==> src/rtl/alu_pkg.sv <==
// alu_pkg: opcodes, FSM states and flag helper shared by the sequential ALU.
package alu_pkg;
  localparam logic [3:0] OP_ADD = 4'd0;
  localparam logic [3:0] OP_SUB = 4'd1;
  localparam logic [3:0] OP_NOT = 4'd2;
  localparam logic [3:0] OP_AND = 4'd3;
  localparam logic [3:0] OP_OR  = 4'd4;
  localparam logic [3:0] OP_XOR = 4'd5;
  localparam logic [3:0] OP_SLT = 4'd6;
  localparam logic [3:0] OP_EQ  = 4'd7;
  localparam logic [3:0] OP_SLL = 4'd8;
  localparam logic [3:0] OP_SRL = 4'd9;
  localparam logic [3:0] OP_SRA = 4'd10;
  localparam logic [3:0] OP_MUL = 4'd11;

  typedef enum logic [1:0] {IDLE, BUSY, DONE} state_t;

  typedef struct packed {
    logic z;
    logic n;
    logic c;
    logic v;
  } flags_t;

  function automatic flags_t alu_flags(input logic [3:0] op, input logic a_msb, input logic b_msb,
                                       input logic sum_msb, input logic carry, input logic res_zero,
                                       input logic res_msb);
    flags_t f;
    logic arith;
    logic bp_msb;
    arith = (op == OP_ADD) || (op == OP_SUB);
    bp_msb = (op == OP_SUB) ? ~b_msb : b_msb;
    f.z = res_zero;
    f.n = res_msb;
    f.c = arith & carry;
    f.v = arith & (a_msb == bp_msb) & (sum_msb != a_msb);
    return f;
  endfunction
endpackage

==> src/rtl/alu_comb.sv <==
// alu_comb: single-cycle datapath for opcodes ADD..EQ; carry/overflow are zero for non-arithmetic ops.
module alu_comb
  import alu_pkg::*;
#(
  parameter int W = 8
) (
  input  logic [3:0]   op_i,
  input  logic [W-1:0] a_i,
  input  logic [W-1:0] b_i,
  output logic [W-1:0] res_o,
  output logic         carry_o,
  output logic         ovf_o
);
  logic [W-1:0] bx;
  logic [W-1:0] sum;
  logic         cout;
  flags_t       f;

  always_comb begin
    bx = (op_i == OP_SUB) ? ~b_i : b_i;
    {cout, sum} = {1'b0, a_i} + {1'b0, bx} + (W+1)'(op_i == OP_SUB);
    res_o = (op_i == OP_ADD || op_i == OP_SUB) ? sum :
            (op_i == OP_NOT) ? ~a_i :
            (op_i == OP_AND) ? (a_i & b_i) :
            (op_i == OP_OR)  ? (a_i | b_i) :
            (op_i == OP_XOR) ? (a_i ^ b_i) :
            (op_i == OP_SLT) ? W'($signed(a_i) < $signed(b_i)) :
            (op_i == OP_EQ)  ? W'(a_i == b_i) : '0;
    f = alu_flags(op_i, a_i[W-1], b_i[W-1], sum[W-1], cout, 1'b0, 1'b0);
    carry_o = f.c;
    ovf_o = f.v;
  end
endmodule

==> src/rtl/alu_seq.sv <==
// alu_seq: handshaked ALU; single-cycle ops via alu_comb, iterative 1-bit/cycle shifts and shift-add multiply.
module alu_seq
  import alu_pkg::*;
#(
  parameter int W = 8
) (
  input  logic         clk,
  input  logic         rst,
  input  logic         in_valid,
  output logic         in_ready,
  input  logic [3:0]   op,
  input  logic [W-1:0] a,
  input  logic [W-1:0] b,
  output logic         out_valid,
  input  logic         out_ready,
  output logic [W-1:0] result,
  output logic         flag_z,
  output logic         flag_n,
  output logic         flag_c,
  output logic         flag_v,
  output logic         err
);
  localparam int SW = $clog2(W);
  localparam int CW = SW + 1;

  state_t       state_q, state_d;
  logic [3:0]   op_q, op_d;
  logic [W-1:0] sh_q, sh_d;
  logic [W-1:0] mb_q, mb_d;
  logic [W-1:0] acc_q, acc_d;
  logic [CW-1:0] cnt_q, cnt_d;
  logic [W-1:0] res_q, res_d;
  flags_t       flags_q, flags_d;
  logic         err_q, err_d;

  logic [W-1:0] comb_res;
  logic         comb_c, comb_v;
  logic [W-1:0] nxt_sh, nxt_acc, res_n;
  logic         load, c_n, v_n;

  alu_comb #(.W(W)) u_comb (
    .op_i   (op),
    .a_i    (a),
    .b_i    (b),
    .res_o  (comb_res),
    .carry_o(comb_c),
    .ovf_o  (comb_v)
  );

  assign in_ready  = (state_q == IDLE);
  assign out_valid = (state_q == DONE);
  assign result    = res_q;
  assign flag_z    = flags_q.z;
  assign flag_n    = flags_q.n;
  assign flag_c    = flags_q.c;
  assign flag_v    = flags_q.v;
  assign err       = err_q;

  always_comb begin
    state_d = state_q;
    op_d    = op_q;
    sh_d    = sh_q;
    mb_d    = mb_q;
    acc_d   = acc_q;
    cnt_d   = cnt_q;
    res_d   = res_q;
    flags_d = flags_q;
    err_d   = err_q;
    load    = 1'b0;
    res_n   = '0;
    c_n     = 1'b0;
    v_n     = 1'b0;
    nxt_sh  = (op_q == OP_SLL) ? (sh_q << 1) :
              (op_q == OP_SRL) ? (sh_q >> 1) : {sh_q[W-1], sh_q[W-1:1]};
    nxt_acc = acc_q + (mb_q[0] ? sh_q : '0);
    case (state_q)
      IDLE: if (in_valid) begin
        op_d  = op;
        sh_d  = a;
        mb_d  = b;
        acc_d = '0;
        err_d = op > OP_MUL;
        if (op <= OP_EQ) begin
          load = 1'b1;
          res_n = comb_res;
          c_n = comb_c;
          v_n = comb_v;
        end else if (op == OP_MUL) begin
          cnt_d = CW'(W);
          state_d = BUSY;
        end else if (op > OP_MUL) begin
          load = 1'b1;
        end else if (b[SW-1:0] == '0) begin
          load = 1'b1;
          res_n = a;
        end else begin
          cnt_d = {1'b0, b[SW-1:0]};
          state_d = BUSY;
        end
      end
      BUSY: begin
        cnt_d = cnt_q - 1'b1;
        if (op_q == OP_MUL) begin
          acc_d = nxt_acc;
          sh_d = sh_q << 1;
          mb_d = mb_q >> 1;
        end else begin
          sh_d = nxt_sh;
        end
        if (cnt_q == CW'(1)) begin
          load = 1'b1;
          res_n = (op_q == OP_MUL) ? nxt_acc : nxt_sh;
        end
      end
      DONE: if (out_ready) state_d = IDLE;
      default: state_d = IDLE;
    endcase
    // every path into DONE goes through load, so result and flags update together
    if (load) begin
      state_d = DONE;
      res_d = res_n;
      flags_d = '{z: res_n == '0, n: res_n[W-1], c: c_n, v: v_n};
    end
  end

  always_ff @(posedge clk) begin
    if (rst) begin
      state_q <= IDLE;
      op_q    <= '0;
      sh_q    <= '0;
      mb_q    <= '0;
      acc_q   <= '0;
      cnt_q   <= '0;
      res_q   <= '0;
      flags_q <= '0;
      err_q   <= 1'b0;
    end else begin
      state_q <= state_d;
      op_q    <= op_d;
      sh_q    <= sh_d;
      mb_q    <= mb_d;
      acc_q   <= acc_d;
      cnt_q   <= cnt_d;
      res_q   <= res_d;
      flags_q <= flags_d;
      err_q   <= err_d;
    end
  end
endmodule

==> config.mk <==
export PLATFORM = sky130hd
export DESIGN_NAME = alu_seq
export DESIGN_NICKNAME = d
export VERILOG_FILES = /design/src/rtl/alu_pkg.sv /design/src/rtl/alu_comb.sv /design/src/rtl/alu_seq.sv
export SDC_FILE = /design/constraint.sdc
export NUM_CORES = 1
export LEC_CHECK = 0
export ABC_AREA = 1
export CORE_ASPECT_RATIO = 1.2
export CORE_MARGIN = 4
export CORE_UTILIZATION = 55
export CTS_BUF_LIST = sky130_fd_sc_hd__clkbuf_2
export DETAILED_ROUTE_END_ITERATION = 12
export MAX_ROUTING_LAYER = met4
export PLACE_DENSITY = 0.77
export SLEW_MARGIN = 20
export SYNTH_ARGS = -nofsm -noshare
export SYNTH_HDL_FRONTEND = slang
export SYNTH_HIERARCHICAL = 1
export SYNTH_SLANG_ARGS = --single-unit
==> constraint.sdc <==
create_clock -name clk -period 3.95 [get_ports clk]
set_clock_uncertainty 0.1 [all_clocks]
set_input_delay 0.9875 -clock clk [delete_from_list [all_inputs] [get_ports clk]]
set_output_delay 0.9875 -clock clk [all_outputs]
set_load 0.005 [all_outputs]
==> qor.txt <==
setup ws final - 0.576 ns
Peak Freq - 296 MHz
critical path peak fanout - 8
Nets - 722
CP arrival - 3.68 ns
Syn-to-layout area delta - 16.4%
worst-margin pin slew - 0.686 ns
Internal Power - 752 µW
pwr dens - 252 nW/µm²
final slew viol count - 0
vias in the first global route - 4122
ys flop type - dfxtp_1
Worst Setup End Kind - flip-flop
Hold Buf Count CTS - 0
syn nets - 670
Fin Setup TNS - 0 ns
core box area - 6900 µm²
placed cell area - 4520 µm²
combinational group share of total power - 31.4%
largest net degree at the start of global routing - 29
Die ar. - 8590 µm²
drt total wl - 10800 µm
P_sw - 407 µW
Synth cell types - 43
Post-synth EDFFs - 0
Skew-Pair Late Insertion Delay - 0.44 ns
Site Rows - 33
GRT Resource Usage Total - 26.9%
Async S/R FF share, synth - 0%
# fillers - 639
CTS resizes - 0
Synth area leaders - dfxtp_1, nand2_1, ha_1
final hold viol count - 0
via count - 4152
sw frac - 35.1%
worst slack, placed - 0.116 ns
Die H - 101 µm
VDD IR max - 139 µV
total number of yosys warnings - 6
Design Area, Final - 4590 µm²
Max-Cap Viols - 0
Leak - 2.24 nW
post-DR wirelength/cell - 14.5 µm
run status - complete, no violations
first-pass GRT wire length - 18500 µm
Syn Inst Count - 604
clock sinks - 46
Synth Register Bits - 46
Req. time, crit path - 4.26 ns
antenna fix cells - 0
Flop pwr share - 45.2%
GPL Wtd Cong - 0.982
Pre-antenna DRT Iters - 5
final setup fails - 0
I/O Pins - 39
Worst R2R Setup Slack - 1.64 ns
Seq/Total Area, Yosys - 23.4%
total CTS buffers - 5
Clk Tree Root Cell - clkbuf_2
initial antenna violation count - 0
Post-DP HPWL - 8680 µm
Critical Path Source Type - primary input
syn_area_per_cell - 6.53 µm²
Starting DRT DRC Count - 178
Min Clock Period, post-route - 3.37 ns
antenna-violating nets left - 0
Port Buffers - 38
multi-input logic area - 2590 µm²
synthesized area - 3940 µm²
gr ovfl total - 0
most common cell in the synthesized netlist - nand2_1
Synth top area share - 23.4%
synth cell count leaders - nand2_1, inv_1, nor2_1
worst hold path type - flip-flop to flip-flop
Clk pwr share - 23.4%
Max-slew headroom - 54.2%
drc violations - 0
clock-pin slew on the worst setup and hold paths - 0.24 ns
Fin Hold WS - 0.385 ns
Die X - 85.3 µm
share of layout cells above drive strength 1 - 9.13%
unrepaired setup endpoints after global routing - no
H-tree lvl count - 2
period utilisation layout - 85.4%
largest area contributor in the netlist - dfxtp_1
postcts setup bufs - 0
Starting Density - 57.2%
maximum root-to-sink buffer count - 2
CP Class - primary input to flip-flop
CTS tree - done
vias per cell - 5.58
sequential cell area - 921 µm²
-- final cells by class --
| class | count | area share (%) |
|---|---|---|
| Clock buffer | 6 | 0.654 |
| Tap cell | 87 | 2.37 |
| Timing Repair Buffer | 61 | 12.1 |
| Clock inverter | 2 | 0.818 |
| Inverter | 93 | 7.61 |
| Sequential cell | 46 | 20.1 |
| Multi-Input combinational cell | 449 | 56.4 |
-- stage by stage --
step	cells	power (mW)	utilization [%]
after floorplan	604	0.763	-
after CTS	744	1.15	66.5
after global placement	736	0.881	65.6
final	744	1.16	66.5
after global routing	744	1.23	66.5
after detailed placement	736	0.891	65.6
-- logic make-up (layout without fill, tap and decap cells) --
kind of cell             count (synthesis)  in the layout  synth area share [%]
AND/OR/NAND/NOR                        274            274                  30.9
AO/OA/AOI/OAI                          119            119                  17.9
buffers and inverters                  109            162                  11.0
flip-flops                              46             46                  23.4
adder cells (fa/ha/maj)                 42             42                  13.7
XOR/XNOR                                14             14                  3.11
-- critical path, stage by stage --
cell and delay [ns]:
clkdlybuf4s50_1 0.46, inv_1 0.19, nand3_4 0.19, xor2_1 0.19, ha_1 0.34, a21o_1 0.19, a21oi_1 0.14, nor2_1 0.05
o21ai_1 0.14, nand3_1 0.09, nand2_1 0.08, o21a_1 0.13, nand2_1 0.11, nor2_1 0.10, nand2_1 0.07, nor2_1 0.10
nand3_1 0.07, nand2_1 0.06
-- power groups by stage --
stage	clock network [mW]	registers (mW)	logic [mW]
2_1_floorplan	0	0.524	0.240
3_3_place_gp	0	0.531	0.350
3_5_place_dp	0	0.532	0.360
4_1_cts	0.267	0.523	0.361
5_1_grt	0.291	0.529	0.409
6_report	0.271	0.524	0.363
-- worst paths after layout --
path	from	end	cells past startpoint
setup / recovery	op[2]	flag_z	18
hold / removal	mb_q[7]	mb_q[7]	2
setup reg to reg	mb_q[0]	flag_z	15
hold reg to reg	mb_q[7]	mb_q[7]	2
-- sequential cells by signal, summed over array words and instances, names as in the netlist --
| name | cells |
|---|---|
| acc_q | 8 |
| err | 1 |
| sh_q | 8 |
| result | 8 |
| flag_z | 1 |
| state_q | 2 |
| flag_v | 1 |
| mb_q | 8 |
| flag_c | 1 |
| cnt_q | 4 |
| op_q | 4 |
-- cell usage in the layout (no fill, tap or decap), types with 7 or more instances in the layout --
cell type and count:
a21oi_1 45, a31oi_1 13, buf_4 23, clkdlybuf4s50_1 38, dfxtp_1 46, ha_1 40, inv_1 87, nand2_1 151
nand3_1 43, nor2_1 50, o21ai_0 26, o22ai_1 7, xor2_1 11
-- metal layers --
layer / GRT usage [%] / vias to the layer above / part of all wire [%]
met5: - / - / 0
met4: 12.1 / 0 / 3.8
met3: 2.86 / 34 / 4.5
met2: 47.1 / 146 / 50
met1: 30.8 / 1892 / 42
li1: - / 2080 / -
(Power assumes the default switching activity.)
